[config.mk]
export PLATFORM = sky130hd
export DESIGN_NAME = ccip_mmio_rsp_engine
export DESIGN_NICKNAME = d
export VERILOG_FILES = /design/src/rtl/ccip_mmio_rsp_engine.sv
export SDC_FILE = /design/constraint.sdc
export NUM_CORES = 1
export LEC_CHECK = 0
export CAP_MARGIN = 20
export CORE_MARGIN = 2
export CORE_UTILIZATION = 52
export DETAILED_ROUTE_END_ITERATION = 16
export GPL_TIMING_DRIVEN = 0
export MAX_ROUTING_LAYER = met4
export PLACE_DENSITY = 0.92
export SLEW_MARGIN = 5
export SYNTH_ARGS = -nofsm -noshare
export SYNTH_HDL_FRONTEND = slang
export SYNTH_SLANG_ARGS = --single-unit
export TNS_END_PERCENT = 20
[constraint.sdc]
create_clock -name pClk -period 4.74 [get_ports pClk]
set_input_delay 0.711 -clock pClk [delete_from_list [all_inputs] [get_ports pClk]]
set_output_delay 0.711 -clock pClk [all_outputs]
set_load 0.005 [all_outputs]
[src/rtl/ccip_mmio_rsp_engine.sv]
// CCI-P MMIO responder: registers host writes to CSR space, queues host reads and issues them
// one at a time to user CSR logic. Optional read timeout build macro: MMIO_RD_TIMEOUT_EN.
module ccip_mmio_rsp_engine #(
  parameter int RD_FIFO_DEPTH  = 4,
  parameter int TIMEOUT_CYCLES = 4096
) (
  input  logic        pClk,
  input  logic        pReset_n,
  input  logic [27:0] c0_rx_hdr,
  input  logic [63:0] c0_rx_data,
  input  logic        c0_rx_mmioRdValid,
  input  logic        c0_rx_mmioWrValid,
  output logic [8:0]  c2_tx_hdr,
  output logic        c2_tx_mmioRdValid,
  output logic [63:0] c2_tx_data,
  output logic        csr_wr_valid,
  output logic [15:0] csr_wr_addr,
  output logic        csr_wr_len8,
  output logic [63:0] csr_wr_data,
  output logic        csr_rd_req,
  output logic [15:0] csr_rd_addr,
  output logic        csr_rd_len8,
  output logic [8:0]  csr_rd_tid,
  input  logic        csr_rd_rsp_valid,
  input  logic [8:0]  csr_rd_rsp_tid,
  input  logic [63:0] csr_rd_rsp_data,
  output logic        err_rd_overflow,
  output logic        err_len,
  output logic        err_rd_timeout
);

  localparam int          AW       = $clog2(RD_FIFO_DEPTH);
  localparam int          EW       = 27;
  localparam logic [AW:0] FULL_CNT = (AW+1)'(RD_FIFO_DEPTH);

  typedef enum logic [1:0] {S_IDLE, S_REQ, S_WAIT, S_RESP} state_t;

  logic unused_rsvd;
  assign unused_rsvd = c0_rx_hdr[9];

  // Write path: fully independent of reads, one register stage.
  logic        wr_ok;
  logic        wr_vld_q;
  logic [15:0] wr_addr_q;
  logic        wr_len8_q;
  logic [63:0] wr_data_q;

  assign wr_ok = c0_rx_mmioWrValid && !c0_rx_hdr[11];

  always_ff @(posedge pClk or negedge pReset_n) begin
    if (!pReset_n) begin
      wr_vld_q  <= 1'b0;
      wr_addr_q <= '0;
      wr_len8_q <= 1'b0;
      wr_data_q <= '0;
    end else begin
      wr_vld_q <= wr_ok;
      if (wr_ok) begin
        wr_addr_q <= c0_rx_hdr[27:12];
        wr_len8_q <= c0_rx_hdr[10];
        wr_data_q <= c0_rx_data;
      end
    end
  end

  // Read FIFO entries are {tid, addr, length}.
  logic [EW-1:0] fifo_mem [RD_FIFO_DEPTH];
  logic [AW-1:0] wr_ptr_q, rd_ptr_q;
  logic [AW:0]   cnt_q;
  logic          fifo_empty, fifo_full, push, pop;
  logic [EW-1:0] head;

  state_t        state_q, state_d;

  assign fifo_empty = (cnt_q == '0);
  assign fifo_full  = (cnt_q == FULL_CNT);
  assign pop        = (state_q == S_IDLE) && !fifo_empty;
  assign push       = c0_rx_mmioRdValid && (!fifo_full || pop);
  assign head       = fifo_mem[rd_ptr_q];

  always_ff @(posedge pClk) begin
    if (push) fifo_mem[wr_ptr_q] <= {c0_rx_hdr[8:0], c0_rx_hdr[27:12], c0_rx_hdr[11:10]};
  end

  always_ff @(posedge pClk or negedge pReset_n) begin
    if (!pReset_n) begin
      wr_ptr_q <= '0;
      rd_ptr_q <= '0;
      cnt_q    <= '0;
    end else begin
      if (push) wr_ptr_q <= wr_ptr_q + 1'b1;
      if (pop)  rd_ptr_q <= rd_ptr_q + 1'b1;
      case ({push, pop})
        2'b10:   cnt_q <= cnt_q + 1'b1;
        2'b01:   cnt_q <= cnt_q - 1'b1;
        default: cnt_q <= cnt_q;
      endcase
    end
  end

  // Read issue FSM: one read outstanding, responses leave in pop order.
  logic [8:0]  tid_q, tid_d;
  logic [15:0] addr_q, addr_d;
  logic        len8_q, len8_d;
  logic        rd_req_q, rd_req_d;
  logic        c2_vld_q, c2_vld_d;
  logic [8:0]  c2_hdr_q, c2_hdr_d;
  logic [63:0] c2_data_q, c2_data_d;
  logic        err_len_q, err_len_d;
  logic        err_ovf_q, err_ovf_d;
  logic        rd_len_err;
  logic        rsp_match;

  assign rsp_match = csr_rd_rsp_valid && (csr_rd_rsp_tid == tid_q);

`ifdef MMIO_RD_TIMEOUT_EN
  localparam logic [15:0] TMO_LAST = 16'(TIMEOUT_CYCLES - 1);
  logic [15:0] tmo_cnt_q, tmo_cnt_d;
  logic        err_tmo_q, err_tmo_d;
`endif

  always_comb begin
    state_d    = state_q;
    tid_d      = tid_q;
    addr_d     = addr_q;
    len8_d     = len8_q;
    rd_req_d   = 1'b0;
    c2_vld_d   = 1'b0;
    c2_hdr_d   = c2_hdr_q;
    c2_data_d  = c2_data_q;
    rd_len_err = 1'b0;
`ifdef MMIO_RD_TIMEOUT_EN
    tmo_cnt_d  = tmo_cnt_q;
    err_tmo_d  = err_tmo_q;
`endif
    case (state_q)
      S_IDLE: begin
        if (!fifo_empty) begin
          tid_d  = head[26:18];
          addr_d = head[17:2];
          len8_d = head[0];
          if (head[1]) begin
            rd_len_err = 1'b1;
            state_d    = S_RESP;
            c2_vld_d   = 1'b1;
            c2_hdr_d   = head[26:18];
            c2_data_d  = '0;
          end else begin
            state_d  = S_REQ;
            rd_req_d = 1'b1;
          end
        end
      end
      S_REQ: begin
        state_d = S_WAIT;
`ifdef MMIO_RD_TIMEOUT_EN
        tmo_cnt_d = '0;
`endif
      end
      S_WAIT: begin
        if (rsp_match) begin
          state_d   = S_RESP;
          c2_vld_d  = 1'b1;
          c2_hdr_d  = tid_q;
          c2_data_d = csr_rd_rsp_data;
        end
`ifdef MMIO_RD_TIMEOUT_EN
        else if (tmo_cnt_q == TMO_LAST) begin
          state_d   = S_RESP;
          c2_vld_d  = 1'b1;
          c2_hdr_d  = tid_q;
          c2_data_d = '1;
          err_tmo_d = 1'b1;
        end else begin
          tmo_cnt_d = tmo_cnt_q + 16'd1;
        end
`endif
      end
      default: state_d = S_IDLE;
    endcase
    err_len_d = err_len_q | rd_len_err | (c0_rx_mmioWrValid & c0_rx_hdr[11]);
    err_ovf_d = err_ovf_q | (c0_rx_mmioRdValid & fifo_full & ~pop);
  end

  always_ff @(posedge pClk or negedge pReset_n) begin
    if (!pReset_n) begin
      state_q   <= S_IDLE;
      tid_q     <= '0;
      addr_q    <= '0;
      len8_q    <= 1'b0;
      rd_req_q  <= 1'b0;
      c2_vld_q  <= 1'b0;
      c2_hdr_q  <= '0;
      c2_data_q <= '0;
      err_len_q <= 1'b0;
      err_ovf_q <= 1'b0;
    end else begin
      state_q   <= state_d;
      tid_q     <= tid_d;
      addr_q    <= addr_d;
      len8_q    <= len8_d;
      rd_req_q  <= rd_req_d;
      c2_vld_q  <= c2_vld_d;
      c2_hdr_q  <= c2_hdr_d;
      c2_data_q <= c2_data_d;
      err_len_q <= err_len_d;
      err_ovf_q <= err_ovf_d;
    end
  end

`ifdef MMIO_RD_TIMEOUT_EN
  always_ff @(posedge pClk or negedge pReset_n) begin
    if (!pReset_n) begin
      tmo_cnt_q <= '0;
      err_tmo_q <= 1'b0;
    end else begin
      tmo_cnt_q <= tmo_cnt_d;
      err_tmo_q <= err_tmo_d;
    end
  end
  assign err_rd_timeout = err_tmo_q;
`else
  assign err_rd_timeout = 1'b0;
`endif

  assign c2_tx_hdr         = c2_hdr_q;
  assign c2_tx_mmioRdValid = c2_vld_q;
  assign c2_tx_data        = c2_data_q;
  assign csr_wr_valid      = wr_vld_q;
  assign csr_wr_addr       = wr_addr_q;
  assign csr_wr_len8       = wr_len8_q;
  assign csr_wr_data       = wr_data_q;
  assign csr_rd_req        = rd_req_q;
  assign csr_rd_addr       = addr_q;
  assign csr_rd_len8       = len8_q;
  assign csr_rd_tid        = tid_q;
  assign err_rd_overflow   = err_ovf_q;
  assign err_len           = err_len_q;

endmodule

=== Yosys cells after proc, flatten, opt, wreduce, memory -nomap -nowiden ===
Memories as Yosys holds them, arrays and structs flattened.
Cells that the tools add are included.

* Register bits: 194
* Latch bits: 0
* RAM bits: 108
* ROM bits: 0
* Bits of input ports: 170
* Output and inout bits: 186
* Word-level logic and storage cells: 77
* Memories: 1

{| class="wikitable"
|+ Memory list
! name !! depth !! bits a word !! read ports !! clocked after Yosys merged registers in !! write ports !! line !! source
|-
| fifo_mem || 4 || 27 || 1 || 0 || 1 || 67 || <nowiki>logic [EW-1:0] fifo_mem [RD_FIFO_DEPTH];</nowiki>
|}

* Add/subtract/negate cells: 4
* Multiply operators: 0
* Divide/modulo/power cells: 0
* $lt $le $gt $ge: 0
* Eq/ne operators: 9
* Shift operators: 0
* Muxes and demuxes: 23
* Bitwise operators: 8
* Reductions and logical operators: 15

{| class="wikitable"
|+ Operators with widths
! kind !! number
|-
| $mux W64 || 3
|-
| $pmux W64 S2 || 1
|-
| $mux W9 || 3
|-
| $pmux W9 S2 || 1
|-
| $eq A9 B9 Y1 || 1
|-
| $mux W1 || 9
|-
| $mux W2 || 3
|-
| $ne A2 B2 Y1 const B || 3
|-
| $pmux W2 S3 || 1
|-
| $pmux W3 S2 || 1
|-
| $add A2 B1 Y2 const B || 2
|-
| $eq A2 B1 Y1 const B || 2
|-
| $eq A2 B2 Y1 const B || 2
|-
| $logic_and A1 B1 Y1 || 4
|-
| $reduce_and A2 Y1 || 2
|-
| $reduce_and A4 Y1 || 1
|-
| $reduce_bool A2 Y1 || 2
|-
| $add A3 B1 Y3 const B || 1
|-
| $and A1 B1 Y1 || 3
|-
| $eq A3 B3 Y1 const B || 1
|-
| $logic_not A1 Y1 || 3
|-
| $logic_not A3 Y1 || 1
|-
| $or A1 B1 Y1 || 3
|-
| $sub A3 B1 Y3 const B || 1
|-
| 4 further kinds || 5
|}

=== Longest topological paths before layout ===
* Depth in word-level cells: 7
* Gate-level depth with buffers: 10
* Gate-level depth less buffers: 9

=== Worst setup path before layout ===
No wires, ideal clock.

* Path kind: input port to flip-flop
* Start point: input c0_rx_mmioRdValid
* End point: memory fifo_mem[0][0] (enable)
* Arrival time: 2.015 ns
* Data required time: 4.354 ns
* Setup slack: 2.339 ns
* Stages: 4
* Buffers on the path: 2
* Path through: clkbuf_1 nor2b_1 clkbuf_1 and2_1

* Longest elaborated chain between the ends: 3

{| class="wikitable"
|+ RTL lines
! element !! line !! source
|-
| start, declared || 11 || <nowiki>input logic c0_rx_mmioRdValid,</nowiki>
|-
| $logic_and A1 B1 Y1 || 78 || <nowiki>assign push = c0_rx_mmioRdValid && (!fifo_full || pop);</nowiki>
|-
| $mux W1 || 82 || <nowiki>if (push) fifo_mem[wr_ptr_q] <= {c0_rx_hdr[8:0], c0_rx_hdr[27:12], c0_rx_hdr[11:10]};</nowiki>
|-
| $mux W1 (implied by the code) || 82 ||
|-
| end, declared || 67 ||
|}

No other way between the ends.

=== Worst setup path in the final report ===
* Start point: register state_q[0]
* End point: register cnt_q[1]

* Longest elaborated chain between the ends: 6
* Elaborated cells between the ends (all ways): 8
* Those cells by class: 2 x eq/ne; 1 x mux; 5 x reduce/logical

{| class="wikitable"
|+ RTL lines
! element !! line !! source
|-
| start, declared || 73 || <nowiki>state_t state_q, state_d;</nowiki>
|-
| start signal, assigned || 198 || <nowiki>state_q <= state_d;</nowiki>
|-
| $logic_not A2 Y1 (*) || 77 || <nowiki>assign pop = (state_q == S_IDLE) && !fifo_empty;</nowiki>
|-
| $logic_and A1 B1 Y1 (*) || 77 ||
|-
| $logic_or A1 B1 Y1 || 78 ||
|-
| $logic_and A1 B1 Y1 || 78 ||
|-
| $eq A2 B1 Y1 or $eq A2 B2 Y1 (tied branches) || 93 || <nowiki>case ({push, pop})</nowiki>
|-
| $pmux W3 S2 or $reduce_bool A2 Y1 (tied branches) || - ||
|-
| end signal, assigned || 94 || <nowiki>2'b10: cnt_q <= cnt_q + 1'b1;</nowiki>
|-
| end signal, assigned || 95 || <nowiki>2'b01: cnt_q <= cnt_q - 1'b1;</nowiki>
|-
| end signal, assigned || 96 || <nowiki>default: cnt_q <= cnt_q;</nowiki>
|-
| end, declared || 69 || <nowiki>logic [AW:0] cnt_q;</nowiki>
|}

Every way passes the cells marked *; elsewhere a longest branch is shown, timed or not.
A chain may end at the register's enable or synchronous reset.

==> results.json <==
{
  "status": "finished, final reports clean",
  "skew_ps": 16.1,
  "syn_area_sq_um": 12800,
  "antenna_found_initial": 1,
  "dp_cells": 1562,
  "slew_headroom": 0.487,
  "grt_pass1_wl_microns": 53400,
  "dr.first_iter.drc_count": 545,
  "post-route-cell-area_sq_um": 17800,
  "cts_tree": "yes",
  "p_leak_nw": 6.99,
  "synth.distinct_cells": 40,
  "ios": 356,
  "setup_violations": 0,
  "tritoncts.num_buffers": 31,
  "wire_per_inst_microns": 21.0,
  "final_cell_mix": "clkdlybuf4s50_1 (351), dfrtp_1 (194), nand2_1 (143), mux2_2 (108), edfxtp_1 (108)",
  "crit_arrival_ps": 3060,
  "drive_above_1_share": 0.221,
  "coreArea_sq_um": 24200,
  "fin_crit_ps": 2590,
  "row_count": 57,
  "drc_errors": 0,
  "tns_ps": 0,
  "clockBufferDepth": 3,
  "viasPerCell": 5.54,
  "cp-start-kind": "flop",
  "synth-seq-cells": 302,
  "cts.sinks": 302,
  "hp-class": "input pin to async pin",
  "peakVddDrop_uv": 396,
  "die_y_microns": 161,
  "grt_overflow_total": 0,
  "dp_hpwl_microns": 23600,
  "instances_no_fill": 1621,
  "critPathKind": "flop to flop",
  "postRouteAntennaNets": 0,
  "fin_nets": 1449,
  "rsz0062_at_grt": "no",
  "ctsResizeCount": 0,
  "powerDensity_nw_per_um2": 554,
  "route.vias.total": 8981,
  "syn-num-nets": 1062,
  "dr.pass1.iters": 5,
  "ys_seq_area_frac": 0.634,
  "drv_cap": 0,
  "die_x_microns": 161,
  "grt_pass1_vias": 9588,
  "cts_setup_buffers": 0,
  "place_area_sq_um": 16800,
  "routed_wl_microns": 34000,
  "yosysWarnings": 0,
  "drv_slew": 0,
  "hold_viol_final": 0,
  "clk_pin_slew_ps": 60,
  "worstSetupEndpointType": "flop",
  "dieArea_sq_um": 25800,
  "tightest_slew_ps": 770,
  "fin_util": 0.732,
  "fmax_ghz": 0.386,
  "min_period_over_period": 0.546,
  "clk-insertion-delay-late_ps": 570,
  "hold_ws_ps": 109,
  "syn_avg_cell_area_sq_um": 14.4,
  "portBuffers": 352,
  "required_ps": 5210,
  "syn2layout_area_growth_pct": 39.0,
  "cts_hold_buf": 0,
  "crit_fanout": 10,
  "cts_root_buf": "clkbuf_16",
  "track_usage": 0.270,
  "final_common_cell": "clkdlybuf4s50_1",
  "place.gp.congestion": 0.841,
  "htree_levels": 1,
  "syn_inst": 884,
  "start_util": 0.527,
  "grt_max_degree": 114
}
## cell families (layout without fill, tap and decap cells)
kind of cell	count (synthesis)	in the layout	share of synthesized area
multiplexers	137	137	0.144
flip-flops	302	302	0.634
AO/OA/AOI/OAI	102	102	0.0864
AND/OR/NAND/NOR	244	244	0.0842
buffers and inverters	74	486	0.0313
XOR/XNOR	16	16	0.0110
other	1	2	0.000294
adder cells (fa/ha/maj)	8	8	0.00843
## where the power goes
part	switching, mW	total (mW)	internal, mW	leakage [nW]
clock network	1.04	2.39	1.34	0.485
logic	1.74	3.63	1.89	3.09
registers	0.425	3.82	3.39	3.41
total	3.21	9.84	6.63	6.99
## critical path: stages, from the launching register on
cell and delay (ps):
dfrtp_1 400, inv_1 90, ha_1 230, buf_2 250, nand2_1 100, or2_2 320, fa_1 460, o21bai_1 180
a31oi_1 160, o21ai_0 100, a22oi_1 210
## final timing paths
| check | slack (ps) | depth (start not counted) | start | end |
|---|---|---|---|---|
| worst max-delay path | 2150 | 10 | state_q[0] | cnt_q[1] |
| worst min-delay path | 110 | 1 | pReset_n | c2_tx_data[53] |
| worst max register to register | 2150 | 10 | state_q[0] | cnt_q[1] |
| worst min register to register | 460 | 1 | err_rd_overflow | err_rd_overflow |
| max in group asynchronous | 3620 | 2 | pReset_n | csr_wr_data[13] |
| min in group pClk | 460 | 1 | err_rd_overflow | err_rd_overflow |
## per-stage QoR
stage          setup WS, ps  total power [mW]
2_1_floorplan          2340              5.74
3_3_place_gp          -5490              7.30
3_5_place_dp           1680              7.47
4_1_cts                2130              9.90
5_1_grt                1960              10.3
6_report               2150              9.84
## flip-flops by register name (all words and copies together) (netlist names)
signal,cells
fifo_mem,108
c2_tx_data,64
csr_wr_data,64
csr_rd_addr,16
csr_wr_addr,16
c2_tx_hdr,9
csr_rd_tid,9
cnt_q,3
rd_ptr_q,2
state_q,2
wr_ptr_q,2
c2_tx_mmioRdValid,1
csr_rd_len8,1
csr_rd_req,1
csr_wr_len8,1
csr_wr_valid,1
err_len,1
err_rd_overflow,1
## layer usage
layer  wire, microns  global-route usage  share of wire
met1           12900               0.322           0.38
met2           17400               0.461           0.51
met3            2590              0.0671          0.076
met4            1110              0.0767          0.033
met5               0                   -              0
## Yosys cell counts (all sizes together)
library cell  instances  area [sq um]
conb                  1          3.75
nor2b                12          75.1
or2                   2          12.5
mux2                108          1220
nor3                  1          5.00
mux4                 27           608
nand4                 1          6.26
dfrtp               194          4850
xnor2                 5          43.8
a31oi                10          62.6
buf                  29           230
a22oi                 2          15.0
and2                  5          33.8
nand3                74           370
edfxtp              108          3240
xor2                 11          96.3
nor2                  2          7.51
o211ai               73           898
nor4b                 1          8.76
nor4                  2          12.5
ha                    7          87.6
o21ai                 3          15.0
a21oi                 2          10.0
clkbuf               38           143
mux2i                 2          20.0
o22a                  1          8.76
a21o                  1          7.51
nand2               143           537
fa                    1          20.0
a2bb2oi               9          78.8
o21bai                1          7.51
inv                   7          26.3
or3                   1          6.26
## layout make-up
type | instances | area (sq um)
multi-input combinational | 508 | 4280
buffer | 67 | 373
sequential | 302 | 8100
fill | 1538 | 6500
antenna | 1 | 2.50
timing repair buffer | 354 | 3570
tap | 324 | 405
clock inverter | 18 | 179
clock buffer | 40 | 820
inverter | 7 | 26.3
Power figures use the tool's default switching activity.
